==> config.mk <==
export PLATFORM = sky130hd
export DESIGN_NAME = axi_8bit_adder_ctrl_flat
export DESIGN_NICKNAME = d
export VERILOG_FILES = /design/src/rtl/axi_8bit_adder_ctrl_pkg.sv /design/src/rtl/axi_8bit_adder_ctrl_if.sv /design/src/rtl/axis_operand_slot.sv /design/src/rtl/axi_8bit_adder_ctrl.sv /design/src/flat_wrapper.sv
export SDC_FILE = /design/constraint.sdc
export NUM_CORES = 1
export LEC_CHECK = 0
export BUFFER_PORTS_ARGS = -buffer_cell sky130_fd_sc_hd__buf_2
export CAP_MARGIN = 20
export CELL_PAD_IN_SITES_DETAIL_PLACEMENT = 1
export CELL_PAD_IN_SITES_GLOBAL_PLACEMENT = 1
export CORE_ASPECT_RATIO = 0.6
export CORE_MARGIN = 2
export CORE_UTILIZATION = 42
export DETAILED_ROUTE_END_ITERATION = 8
export PLACE_DENSITY = 0.79
export RECOVER_POWER = 25
export SLEW_MARGIN = 30
export SYNTH_ARGS = -nofsm -noshare
export SYNTH_HDL_FRONTEND = slang
export SYNTH_SLANG_ARGS = --single-unit
==> constraint.sdc <==
create_clock -name clk -period 3.3 [get_ports clk]
set_input_delay 0 -clock clk [delete_from_list [all_inputs] [get_ports clk]]
set_output_delay 0 -clock clk [all_outputs]
set_load 0.03 [all_outputs]
==> src/rtl/axi_8bit_adder_ctrl_pkg.sv <==
// Shared types and default widths for the 8-bit AXI-stream adder controller
// and its neighbours.
package axi_8bit_adder_ctrl_pkg;

    localparam int unsigned DefaultW    = 8;
    localparam int unsigned DefaultCntW = 16;

    typedef enum logic {
        StCollect = 1'b0,
        StSend    = 1'b1
    } state_e;

endpackage

==> src/rtl/axi_8bit_adder_ctrl_if.sv <==
// AXI-stream channel bundle (valid/ready/data) with producer and consumer views.
interface axi_8bit_adder_ctrl_if
    import axi_8bit_adder_ctrl_pkg::*;
#(
    parameter int unsigned DW = DefaultW
) ();

    logic          valid;
    logic          ready;
    logic [DW-1:0] data;

    modport master (output valid, output data, input ready);
    modport slave  (input valid, input data, output ready);

endinterface

==> src/rtl/axis_operand_slot.sv <==
// One-deep operand holding slot: captures a beat when enabled and empty, holds it
// until cleared, and strobes on the capture edge.
module axis_operand_slot
    import axi_8bit_adder_ctrl_pkg::*;
#(
    parameter int unsigned W = DefaultW
) (
    input  logic         clk,
    input  logic         rst_n,
    input  logic         en,
    input  logic         clr,
    input  logic         valid,
    input  logic [W-1:0] data,
    output logic         ready,
    output logic [W-1:0] held_data,
    output logic         held,
    output logic         capture
);

    logic         held_q;
    logic [W-1:0] data_q;

    // Gated by rst_n so the channel reads not-ready throughout reset.
    assign ready     = rst_n & en & ~held_q;
    assign capture   = valid & ready;
    assign held      = held_q;
    assign held_data = data_q;

    always_ff @(posedge clk or negedge rst_n) begin
        if (!rst_n) begin
            held_q <= 1'b0;
            data_q <= '0;
        end else if (capture) begin
            held_q <= 1'b1;
            data_q <= data;
        end else if (clr) begin
            held_q <= 1'b0;
        end
    end

endmodule

==> src/rtl/axi_8bit_adder_ctrl.sv <==
// Pairs operand A and B beats arriving in any order, registers their (W+1)-bit sum
// and holds it on the output stream until accepted; counts sums and carries.
module axi_8bit_adder_ctrl
    import axi_8bit_adder_ctrl_pkg::*;
#(
    parameter int unsigned W     = DefaultW,
    parameter int unsigned CNT_W = DefaultCntW
) (
    input  logic                 clk,
    input  logic                 rst_n,
    axi_8bit_adder_ctrl_if.slave  s_a,
    axi_8bit_adder_ctrl_if.slave  s_b,
    axi_8bit_adder_ctrl_if.master m_axis,
    output logic [CNT_W-1:0]     sum_count,
    output logic [CNT_W-1:0]     carry_count
);

    state_e             state_q, state_d;
    logic               collect;
    logic               a_held, b_held;
    logic               a_cap, b_cap;
    logic [W-1:0]       a_q, b_q;
    logic [W-1:0]       a_op, b_op;
    logic [W:0]         sum_d;
    logic               pair_done;
    logic               out_hs;
    logic               m_valid_q;
    logic [W:0]         m_data_q;
    logic [CNT_W-1:0]   sum_count_q, carry_count_q;

    assign collect = (state_q == StCollect);
    assign out_hs  = m_valid_q & m_axis.ready;

    axis_operand_slot #(
        .W (W)
    ) u_slot_a (
        .clk       (clk),
        .rst_n     (rst_n),
        .en        (collect),
        .clr       (out_hs),
        .valid     (s_a.valid),
        .data      (s_a.data),
        .ready     (s_a.ready),
        .held_data (a_q),
        .held      (a_held),
        .capture   (a_cap)
    );

    axis_operand_slot #(
        .W (W)
    ) u_slot_b (
        .clk       (clk),
        .rst_n     (rst_n),
        .en        (collect),
        .clr       (out_hs),
        .valid     (s_b.valid),
        .data      (s_b.data),
        .ready     (s_b.ready),
        .held_data (b_q),
        .held      (b_held),
        .capture   (b_cap)
    );

    // An operand captured on the completing edge is not in its slot yet, so take
    // it straight from the bus.
    assign a_op      = a_cap ? s_a.data : a_q;
    assign b_op      = b_cap ? s_b.data : b_q;
    assign sum_d     = {1'b0, a_op} + {1'b0, b_op};
    assign pair_done = collect & (a_held | a_cap) & (b_held | b_cap);

    always_ff @(posedge clk or negedge rst_n) begin
        if (!rst_n) begin
            state_q <= StCollect;
        end else begin
            state_q <= state_d;
        end
    end

    always_comb begin
        state_d = state_q;
        unique case (state_q)
            StCollect: if (pair_done) state_d = StSend;
            StSend:    if (out_hs)    state_d = StCollect;
            default:   state_d = StCollect;
        endcase
    end

    always_ff @(posedge clk or negedge rst_n) begin
        if (!rst_n) begin
            m_valid_q <= 1'b0;
            m_data_q  <= '0;
        end else if (pair_done) begin
            m_valid_q <= 1'b1;
            m_data_q  <= sum_d;
        end else if (out_hs) begin
            m_valid_q <= 1'b0;
        end
    end

    always_ff @(posedge clk or negedge rst_n) begin
        if (!rst_n) begin
            sum_count_q   <= '0;
            carry_count_q <= '0;
        end else if (out_hs) begin
            sum_count_q <= sum_count_q + CNT_W'(1);
            if (m_data_q[W]) begin
                carry_count_q <= carry_count_q + CNT_W'(1);
            end
        end
    end

    assign m_axis.valid = m_valid_q;
    assign m_axis.data  = m_data_q;
    assign sum_count    = sum_count_q;
    assign carry_count  = carry_count_q;

endmodule

==> src/flat_wrapper.sv <==
// flat-port wrapper written by rule: the top's interface ports become plain ports
module axi_8bit_adder_ctrl_flat import axi_8bit_adder_ctrl_pkg::*;
#(
    parameter int unsigned W     = DefaultW,
    parameter int unsigned CNT_W = DefaultCntW
)
  (clk, rst_n, sum_count, carry_count, s_a_valid, s_a_data, s_a_ready, s_b_valid, s_b_data, s_b_ready, m_axis_valid, m_axis_data, m_axis_ready);
  axi_8bit_adder_ctrl_if #(.DW(W)) s_a_i ();
  axi_8bit_adder_ctrl_if #(.DW(W)) s_b_i ();
  axi_8bit_adder_ctrl_if #(.DW(W + 1)) m_axis_i ();
  input  logic clk;
  input  logic rst_n;
  output logic [CNT_W-1:0] sum_count;
  output logic [CNT_W-1:0] carry_count;
  input wire logic [$bits(s_a_i.valid)-1:0] s_a_valid;
  input wire logic [$bits(s_a_i.data)-1:0] s_a_data;
  output wire logic [$bits(s_a_i.ready)-1:0] s_a_ready;
  input wire logic [$bits(s_b_i.valid)-1:0] s_b_valid;
  input wire logic [$bits(s_b_i.data)-1:0] s_b_data;
  output wire logic [$bits(s_b_i.ready)-1:0] s_b_ready;
  output wire logic [$bits(m_axis_i.valid)-1:0] m_axis_valid;
  output wire logic [$bits(m_axis_i.data)-1:0] m_axis_data;
  input wire logic [$bits(m_axis_i.ready)-1:0] m_axis_ready;
  assign s_a_i.valid = s_a_valid;
  assign s_a_i.data = s_a_data;
  assign s_a_ready = s_a_i.ready;
  assign s_b_i.valid = s_b_valid;
  assign s_b_i.data = s_b_data;
  assign s_b_ready = s_b_i.ready;
  assign m_axis_valid = m_axis_i.valid;
  assign m_axis_data = m_axis_i.data;
  assign m_axis_i.ready = m_axis_ready;
  axi_8bit_adder_ctrl #(.W(W), .CNT_W(CNT_W)) u_core (.clk(clk), .rst_n(rst_n), .s_a(s_a_i), .s_b(s_b_i), .m_axis(m_axis_i), .sum_count(sum_count), .carry_count(carry_count));
endmodule
==> summary.txt, run 1 <==
Run status
  • Outcome: finished, violations left
  • Failing checks: max-capacitance violations, max-slew violations

Yosys
  • YS warnings: 0
  • Top_reg_cell synth: dfrtp_1
  • Post-synthesis area per instance: 11.3 um^2
  • Post-synth EDFFs: 0
  • Post-synth net total: 277
  • FF+latch count, synth: slightly above 60
  • Mapped Area: around 2800 um^2
  • Register area share after synthesis: 54.4%
  • Distinct cells, synth: 38
  • Synth async-reset ratio: 100%
  • Post-Syn Instances: 248

Timing
  • Min Clock Period, post-route: 3.09 ns
  • Final WS setup: approximately 0.21 ns
  • Final Skew: about 0.0060 ns
  • Fin Hold WS: a little over 0.02 ns
  • Setup violations, final: 0
  • Slew @ Worst Pin: 2.43 ns
  • Pins Over Slew Limit: 44
  • Max Fclk: 324 MHz
  • RSZ-0062 raised after global routing: false
  • Setup TNS: 0 ns
  • Slew margin rel.: -61.8%
  • Endpoints failing hold: 0
  • Period utilisation layout: 93.6%

Finish
  • Final Net Count: 369
  • Fin area: about 3600 um^2
  • Ant. Diodes: 0
  • Area growth syn-to-layout: 29.4%
  • Fillers: 746
  • Final Core Density: between 50% and 60%
  • Share of layout cells above drive strength 1: 30.4%

Clock network
  • Clk pin slew, worst setup/hold paths: 0.07 ns
  • Clk buf depth: 2
  • CTS Buf Count: 9
  • CTS root buf: clkbuf_8
  • H-tree levels: 3
  • Worst-Skew Late Latency: 0.33 ns
  • Clock sink total: 61
  • CTS tree: yes

Drt
  • Detail Route Antenna Nets: 0
  • Drt first pass iters: 4
  • Final wirelength: a little under 7 mm
  • Vias after detailed routing: 2145
  • Starting DRT DRC Count: 69
  • DRC viols: 0
  • Wire length per cell: 15.9 um
  • DR vias/cell: 4.97

Worst setup path
  • Largest fanout on the critical path: 5
  • Crit path DAT: between 3 and 4 ns
  • CP peak stage delay: 0.43 ns
  • Startpoint Class: flip-flop
  • CP Buf/Inv Count: 3
  • Setup crit start: u_core.u_slot_a.held
  • CP endpoint kind: flip-flop
  • Critical path cell sequence: nor4bb_2 -> buf_4 -> mux2_2 -> inv_1 -> fa_1 -> inv_1 -> a21oi_1 -> maj3_2 -> maj3_2 -> or4_1 -> nand3_1
  • CP max-delay cell: dfrtp_1
  • Critical path class: reg -> reg
  • Critical Path RT: 3.57 ns
  • RR Endpoint: u_core.m_axis.data[6]
  • Worst reg2reg setup slack: 0.21 ns
  • Reg-to-reg startpoint: u_core.u_slot_a.held
  • Reg2Reg Depth: 11
  • Crit path max-delay family: adder cells

Global routing
  • Total track usage: between 20 and 25%
  • Initial antenna violation count: 0
  • Global-route wire length before repair: 11.2 mm
  • Largest net degree at the start of global routing: 44
  • Vias in the first global route: roughly 2200
  • Remaining Overflow, GRT: 0

Floorplanning
  • Boundary Pins: 65
  • Die height: 67.3 um
  • Total core area: 6560 um^2
  • Full die area: 7370 um^2
  • Initial Util: a little over two fifths
  • Die W: 110 um
  • Row count: 23

Place
  • Pre-CTS setup slack: 0.166 ns
  • DP HPWL: 5.02 mm
  • Post-DP Area: 3250 um^2
  • Port bufs: 64
  • RD Place Congestion: around 0.80

Pwr
  • Worst vdd ir: 434 uV
  • Power Density: 868 nW/um^2
  • Static Leak: 0.00188 uW

Hold path
  • Hold depth: 3
  • Hold Startpoint: s_a_data[5]
  • Hold EP: u_core.u_slot_a.held_data[5]
  • Type of the tightest min-delay check: in -> reg

Run
  • Max-capacitance violation count: 1
-- timing repair --
item / CTS / global route
setup buffers: 0 / 2
resized for setup: 0 / 1
hold buffers: 15 / 0
hold endpoints to repair: 75 / 0
endpoints found under the setup margin: 0 / 2
-- cells in the final DEF (no fill, tap or decap), types with 4 or more instances in the layout --
| master | instances |
|---|---|
| dlygate4sd3_1 | 15 |
| xor2_1 | 11 |
| nand4_1 | 5 |
| buf_2 | 64 |
| nand3_1 | 14 |
| clkbuf_8 | 11 |
| xnor2_1 | 26 |
| and3_1 | 6 |
| ha_1 | 7 |
| a21oi_1 | 6 |
| dfrtp_1 | 61 |
| buf_4 | 6 |
| nand2_1 | 27 |
| o21ai_0 | 9 |
| mux2i_1 | 4 |
| mux2_2 | 10 |
| inv_1 | 14 |
| nor2_1 | 12 |
-- cells in the mapped netlist (2+ instances only) --
cell type	count	area share, %
nand2_1	27	3.6
xor2_1	11	3.4
a21o_1	2	0.53
ha_1	7	3.1
and3_1	6	1.3
nor3_1	3	0.53
buf_6	2	0.80
dfrtp_1	61	54
maj3_2	2	0.80
and2_1	2	0.45
a21oi_1	6	1.1
xnor2_1	26	8.1
nand3_1	14	2.5
nor2_1	12	1.6
nand4_1	5	1.1
mux2i_1	5	1.8
or4_1	2	0.53
inv_1	14	1.9
clkbuf_1	3	0.40
nand2b_1	2	0.45
o21ai_0	9	1.6
mux2_2	10	4.0
mux2i_2	2	0.98
-- metal layers --
layer / part of all wire [%] / vias to the layer above / wire length (um) / track usage [%]
met2: 45 / 44 / 3070 / 30.6
met5: 0 / - / 0 / 0
li1: - / 1022 / - / -
met1: 50 / 1071 / 3410 / 29.6
met3: 4.4 / 8 / 301 / 5.31
met4: 1.1 / 0 / 74 / 7.12
-- how the worst max path moves through the flow --
stage | depth (start not counted) | slack, ns | endpoint
after CTS | 11 | 0.14 | u_core.m_axis.data[6]
after floorplan | 12 | 0.40 | u_core.m_axis.data[6]
after global placement | 11 | 0.30 | u_core.m_axis.data[6]
after detailed placement | 11 | 0.17 | u_core.m_axis.data[6]
final | 11 | 0.21 | u_core.m_axis.data[6]
after global routing | 11 | 0.04 | u_core.m_axis.data[7]
-- sequential cells by signal, indices dropped and copies added, names as in the netlist, 8 cells and up --
| register | flops |
|---|---|
| u_core.sum_count | 16 |
| u_core.u_slot_a.held_data | 8 |
| u_core.carry_count | 16 |
| u_core.m_axis.data | 9 |
| u_core.u_slot_b.held_data | 8 |
-- logic make-up (layout without fill, tap and decap cells) --
group / after synthesis / in the layout / synth area share, %
AND/OR/NAND/NOR: 80 / 80 / 14.3
flip-flops: 61 / 61 / 54.4
XOR/XNOR: 37 / 37 / 11.5
AO/OA/AOI/OAI: 23 / 23 / 5.04
buffers and inverters: 20 / 117 / 3.34
multiplexers: 17 / 17 / 6.78
adder cells (fa/ha/maj): 10 / 10 / 4.64
-- area by class of cell --
type	count	area (um^2)	share of cell area, %
multi-input cells	167	1200	32.9
well taps	87	109	3.00
flip-flops and latches	61	1530	42.0
repair buffers	87	523	14.4
clock inverters	4	70.1	1.93
clock buffers	12	155	4.27
inverters	14	52.6	1.45
-- stage by stage --
step           instances  power (uW)
2_1_floorplan        248        2020
3_3_place_gp         399        2320
3_5_place_dp         399        2400
4_1_cts              430        3190
5_1_grt              432        3410
6_report             432        3150
-- worst min-delay path, cell delays in order --
cell and delay [ns]:
buf_2 0.08, mux2i_1 0.15, inv_1 0.09
-- report_power, final --
group	total, uW	switching [uW]	internal (uW)
Sequential	1100	136	961
Clock	754	290	464
Combinational	1300	783	518
Total	3150	1210	1940
Note: power is estimated with default switching activity, not from simulation.
==> run 2: changes to the inputs <==
Settings changed: CORE_UTILIZATION 42 to 41, CTS_BUF_LIST set to sky130_fd_sc_hd__clkbuf_16, PLACE_DENSITY 0.79 to 0.77.
==> summary.txt, run 2 (synthesized netlist as in run 1, its figures left out) <==
Floorplanning
  • Initial Util: 42.2%
  • Die height: 68.1 um
  • Boundary Pins: 65
  • Total core area: 6650 um^2
  • Row count: 23
  • Die W: approximately 110 um
  • Full die area: 7540 um^2

Hold path
  • Hold Startpoint: s_b_data[4]
  • Type of the tightest min-delay check: in -> reg

Finish
  • Final Net Count: between 300 and 400
  • Ant. Diodes: 0
  • Most common cell after layout, fill and taps aside: buf_2
  • Area growth syn-to-layout: 29.8%
  • Seq. cell area: 1530 um^2
  • Share of layout cells above drive strength 1: just under 30%
  • Area of the multi-input gates: 1200 um^2
  • Commonest cells after routing, fill and taps aside: buf_2, dfrtp_1, nand2_1
  • Fillers: 726

Run status
  • Failing checks: max-capacitance violations, max-slew violations
  • Outcome: finished, violations left

Run
  • Max-capacitance violation count: 1

Timing
  • Max Fclk: around 320 MHz
  • Slew margin rel.: -62.1%
  • Final Skew: 0.00865 ns
  • Setup TNS: 0 ns
  • Pins Over Slew Limit: between 40 and 50
  • Min Clock Period, post-route: ~3.1 ns
  • Endpoints failing hold: 0
  • Setup violations, final: 0
  • Period utilisation layout: 94.1%
  • Fin Hold WS: 0.0430 ns
  • Slew @ Worst Pin: between 2 and 2.5 ns
  • Final WS setup: 0.194 ns

Clock network
  • CTS root buf: clkbuf_16
  • CTS tree: yes
  • Worst-Skew Late Latency: 0.32 ns
  • Clock sink total: about 60
  • Clk pin slew, worst setup/hold paths: 0.05 ns
  • H-tree levels: 3
  • Clk buf depth: 2
  • CTS Buf Count: 9

Drt
  • Drt first pass iters: 4
  • Final wirelength: slightly below 7 mm
  • DR vias/cell: 4.87
  • Wire length on met3: 217 um
  • DRC viols: 0
  • Wire length per cell: 15.8 um
  • Met2 WL post-DR: 3.05 mm
  • Vias after detailed routing: around 2100
  • Top sig layer: met4
  • Starting DRT DRC Count: a little under 70
  • M1 WL: 3.45 mm
  • Detail Route Antenna Nets: 0

Place
  • RD Place Congestion: 0.750
  • Pre-CTS setup slack: between 0.1 and 0.15 ns
  • Port bufs: 64
  • DP HPWL: 4.96 mm

Global routing
  • Total track usage: around a fifth
  • Initial antenna violation count: 0
  • Global-route wire length before repair: around 11 mm
  • Remaining Overflow, GRT: 0
  • Vias in the first global route: 2207
  • Largest net degree at the start of global routing: 46

Worst setup path
  • Crit path max-delay family: adder cells
  • Crit path DAT: 3.35 ns
  • CP peak stage delay: approximately 0.45 ns
  • CP Buf/Inv Count: 3
  • CP max-delay cell: fa_1
  • Critical path cell sequence: nor4bb_2 -> buf_4 -> mux2_2 -> inv_1 -> fa_1 -> inv_1 -> a21oi_1 -> maj3_2 -> maj3_2 -> or4_1 -> nand3_1
  • Critical Path RT: 3.55 ns
  • Startpoint Class: flip-flop
  • CP endpoint kind: flip-flop
  • Largest fanout on the critical path: 5
  • Reg-to-reg startpoint: u_core.u_slot_a.held
  • Critical path class: reg -> reg
  • Setup crit start: u_core.u_slot_a.held

Pwr
  • Static Leak: 0.00188 uW
  • Worst vdd ir: around 440 uV
  • Power Density: about 900 nW/um^2
-- run 2: changes by cell type in the layout (fill, tap and decap cells not counted), sizes merged --
cell,before,now
buf,70,68
dlygate4sd3,15,14
bufinv,2,0
inv,14,16
clkbuf,14,11
clkinv,2,3
-- run 2: report_power, final --
part	total [uW]	switching (uW)	internal, uW
Combinational	1300	791	513
Sequential	1100	137	964
Clock	787	299	488
-- run 2: area by class of cell --
cell class	count	area share, %
repair buffers	84	13.8
clock buffers	9	6.18
inverters	14	1.44
well taps	87	2.99
multi-input cells	167	33.0
flip-flops and latches	61	41.9
clock inverters	5	0.618
-- run 2: what timing repair did --
item / in CTS / in global routing
setup endpoints to repair: 0 / 2
hold endpoints to repair: 74 / 0
setup buffers: 0 / 1
resized for setup: 0 / 3
hold buffers: 14 / 0
-- run 2: path summary, 6_finish.rpt --
path                                           endpoint  slack (ns)  cells past startpoint
min reg2reg                      u_core.carry_count[15]        0.46                      1
min in group asynchronous  u_core.u_slot_a.held_data[1]        0.19                      3
max in group asynchronous           u_core.sum_count[7]        0.80                      3
max                               u_core.m_axis.data[6]        0.19                     11
min                        u_core.u_slot_b.held_data[4]        0.04                      3
max reg2reg                       u_core.m_axis.data[6]        0.19                     11
-- run 2: through the flow --
step | cell area [um^2] | instances | total power [uW] | util, %
2_1_floorplan | 2810 | 248 | 2020 | -
3_5_place_dp | 3240 | 398 | 2380 | 48.7
5_1_grt | 3640 | 427 | 3440 | 54.8
6_report | 3640 | 427 | 3190 | 54.8
3_3_place_gp | 3240 | 398 | 2310 | 48.7
4_1_cts | 3630 | 426 | 3200 | 54.5
-- run 2: worst min-delay path, stage by stage --
cell	delay [ns]
buf_2	0.08
mux2i_1	0.16
inv_1	0.09
-- run 2: metal layers --
metal	vias up	track usage (%)
li1	1020	-
met1	1016	26.3
met2	38	31.1
met3	4	5.05
met4	0	6.09
met5	-	0
==> run 3: changes to the inputs <==
Settings changed: CTS_BUF_LIST sky130_fd_sc_hd__clkbuf_16 to unset.
==> summary.txt, run 3 (synthesized netlist as in run 1, its figures left out) <==
Timing
  • Min Clock Period, post-route: 3.11 ns
  • Slew margin rel.: -62.3%
  • Endpoints failing hold: 0
  • Pins Over Slew Limit: between 40 and 50
  • Final WS setup: about 0.2 ns
  • Max Fclk: around 320 MHz
  • Period utilisation layout: 94.1%
  • Slew @ Worst Pin: 2.43 ns
  • Fin Hold WS: 0.0420 ns
  • Final Skew: 0.00865 ns
  • Setup violations, final: 0

Global routing
  • Total track usage: 19.4%
  • Global-route wire length before repair: about 11 mm
  • Largest net degree at the start of global routing: 46
  • Remaining Overflow, GRT: 0
  • Vias in the first global route: 2207
  • Initial antenna violation count: 0

Clock network
  • Worst-Skew Late Latency: 0.32 ns
  • Clk buf depth: 2
  • Clk pin slew, worst setup/hold paths: 0.05 ns
  • Clock sink total: between 60 and 70
  • H-tree levels: 3
  • CTS Buf Count: 9
  • CTS tree: yes
  • CTS root buf: clkbuf_16

Place
  • Port bufs: 64
  • DP HPWL: ~5.0 mm
  • Post-DP Area: 3240 um^2
  • RD Place Congestion: 0.750
  • Pre-CTS setup slack: 0.113 ns

Drt
  • Detail Route Antenna Nets: 0
  • DR vias/cell: 4.86
  • Starting DRT DRC Count: 68
  • DRC viols: 0
  • Drt first pass iters: 4
  • Final wirelength: just under 7 mm
  • Wire length per cell: 15.8 um
  • Vias after detailed routing: 2074

Pwr
  • Clock network power share: approximately 25%
  • Power Density: 878 nW/um^2
  • Sequential Power Share: approximately a third
  • Gate power share: 40.8%
  • Switching part of the total: 38.4%
  • Worst vdd ir: around 430 uV
  • Int Power: 1970 uW
  • Psw: roughly 1200 uW
  • Static Leak: 0.00187 uW

Worst setup path
  • Startpoint Class: flip-flop
  • Critical path class: reg -> reg
  • Reg-to-reg startpoint: u_core.u_slot_a.held
  • CP endpoint kind: flip-flop
  • CP peak stage delay: 0.45 ns
  • CP max-delay cell: fa_1
  • Crit path DAT: 3.35 ns
  • RR Endpoint: u_core.m_axis.data[6]
  • Reg2Reg Depth: 11
  • Largest fanout on the critical path: 5
  • Worst reg2reg setup slack: slightly below 0.2 ns
  • Critical Path RT: 3.55 ns
  • Critical path cell sequence: nor4bb_2 -> buf_4 -> mux2_2 -> inv_1 -> fa_1 -> inv_1 -> a21oi_1 -> maj3_2 -> maj3_2 -> or4_1 -> nand3_1

Hold path
  • Hold depth: 3
  • Hold Startpoint: s_b_data[4]
  • Type of the tightest min-delay check: in -> reg
  • Hold EP: u_core.u_slot_b.held_data[4]

Finish
  • Fin area: 3640 um^2
  • Final Core Density: 54.8%
  • Final Net Count: 366
  • Area of the multi-input gates: approximately 1200 um^2
  • Share of layout cells above drive strength 1: 29.7%
  • Area growth syn-to-layout: 29.8%
  • Seq. cell area: 1530 um^2
  • Ant. Diodes: 0
  • Commonest cells after routing, fill and taps aside: buf_2, dfrtp_1, nand2_1
  • Most common cell after layout, fill and taps aside: buf_2
  • Fillers: 726

Floorplanning
  • Total core area: 6650 um^2
  • Full die area: 7540 um^2
  • Die height: 68.1 um
  • Boundary Pins: 65
  • Row count: 23
  • Initial Util: 42.2%
  • Die W: around 110 um

Run status
  • Outcome: finished, violations left
  • Failing checks: max-capacitance violations, max-slew violations

Run
  • Max-capacitance violation count: 1
==> run 3: changes by cell type in the layout (fill, tap and decap cells not counted) <==
| cell | delta |
|---|---|
| inv_1 | -2 |
| clkbuf_1 | +2 |
==> run 3: power groups by stage <==
stage | logic (uW) | clock network, uW | registers (uW)
finish | 1300 | 793 | 1100
global route | 1460 | 851 | 1140
CTS | 1280 | 819 | 1100
detailed placement | 1260 | 0 | 1110
global placement | 1220 | 0 | 1100
floorplan | 752 | 0 | 1260
==> run 3: worst max path at each step <==
stage | from | end | slack [ns] | depth (start not counted)
CTS | u_core.u_slot_a.held | u_core.m_axis.data[6] | 0.09 | 11
detailed placement | u_core.u_slot_a.held | u_core.m_axis.data[6] | 0.11 | 11
finish | u_core.u_slot_a.held | u_core.m_axis.data[6] | 0.19 | 11
global placement | u_core.state_q | u_core.m_axis.data[6] | 0.30 | 11
global route | rst_n | u_core.m_axis.data[7] | -0.009 | 14
floorplan | u_core.state_q | u_core.m_axis.data[6] | 0.40 | 12
==> run 3: what timing repair did <==
item                       CTS  global route
hold endpoints to repair    74             0
setup endpoints to repair    0             2
setup buffers                0             1
hold buffers                14             0
gates resized for setup      0             3
==> run 3: layer usage <==
metal | GRT usage [%] | vias to the layer above | share of wire [%]
li1 | - | 1019 | -
met1 | 26.3 | 1013 | 51
met2 | 31.1 | 38 | 45
met3 | 5.05 | 4 | 3.2
met4 | 6.09 | 0 | 0.68
met5 | 0 | - | 0
==> run 3: worst max-delay path, delay by kind of cell, from the launching register on <==
family          cells  cell delay, ns
flops               1            0.42
buf+inv             3            0.35
mux                 1            0.19
compound gates      1            0.08
simple gates        3            0.91
fa+ha+maj           3            1.11
==> run 3: layout make-up <==
type	instances	area share [%]
sequential	61	41.9
timing repair buffer	84	13.8
tap	87	2.99
inverter	14	1.44
clock buffer	11	6.39
multi-input combinational	167	33.0
clock inverter	3	0.412
==> run 3: metrics by stage <==
step / total power, uW / TNS (ns) / cells
final: 3200 / 0 / 427
after global routing: 3450 / -0.00921 / 427
after CTS: 3210 / 0 / 426
after detailed placement: 2380 / 0 / 398
after global placement: 2310 / 0 / 398
after floorplan: 2020 / 0 / 248
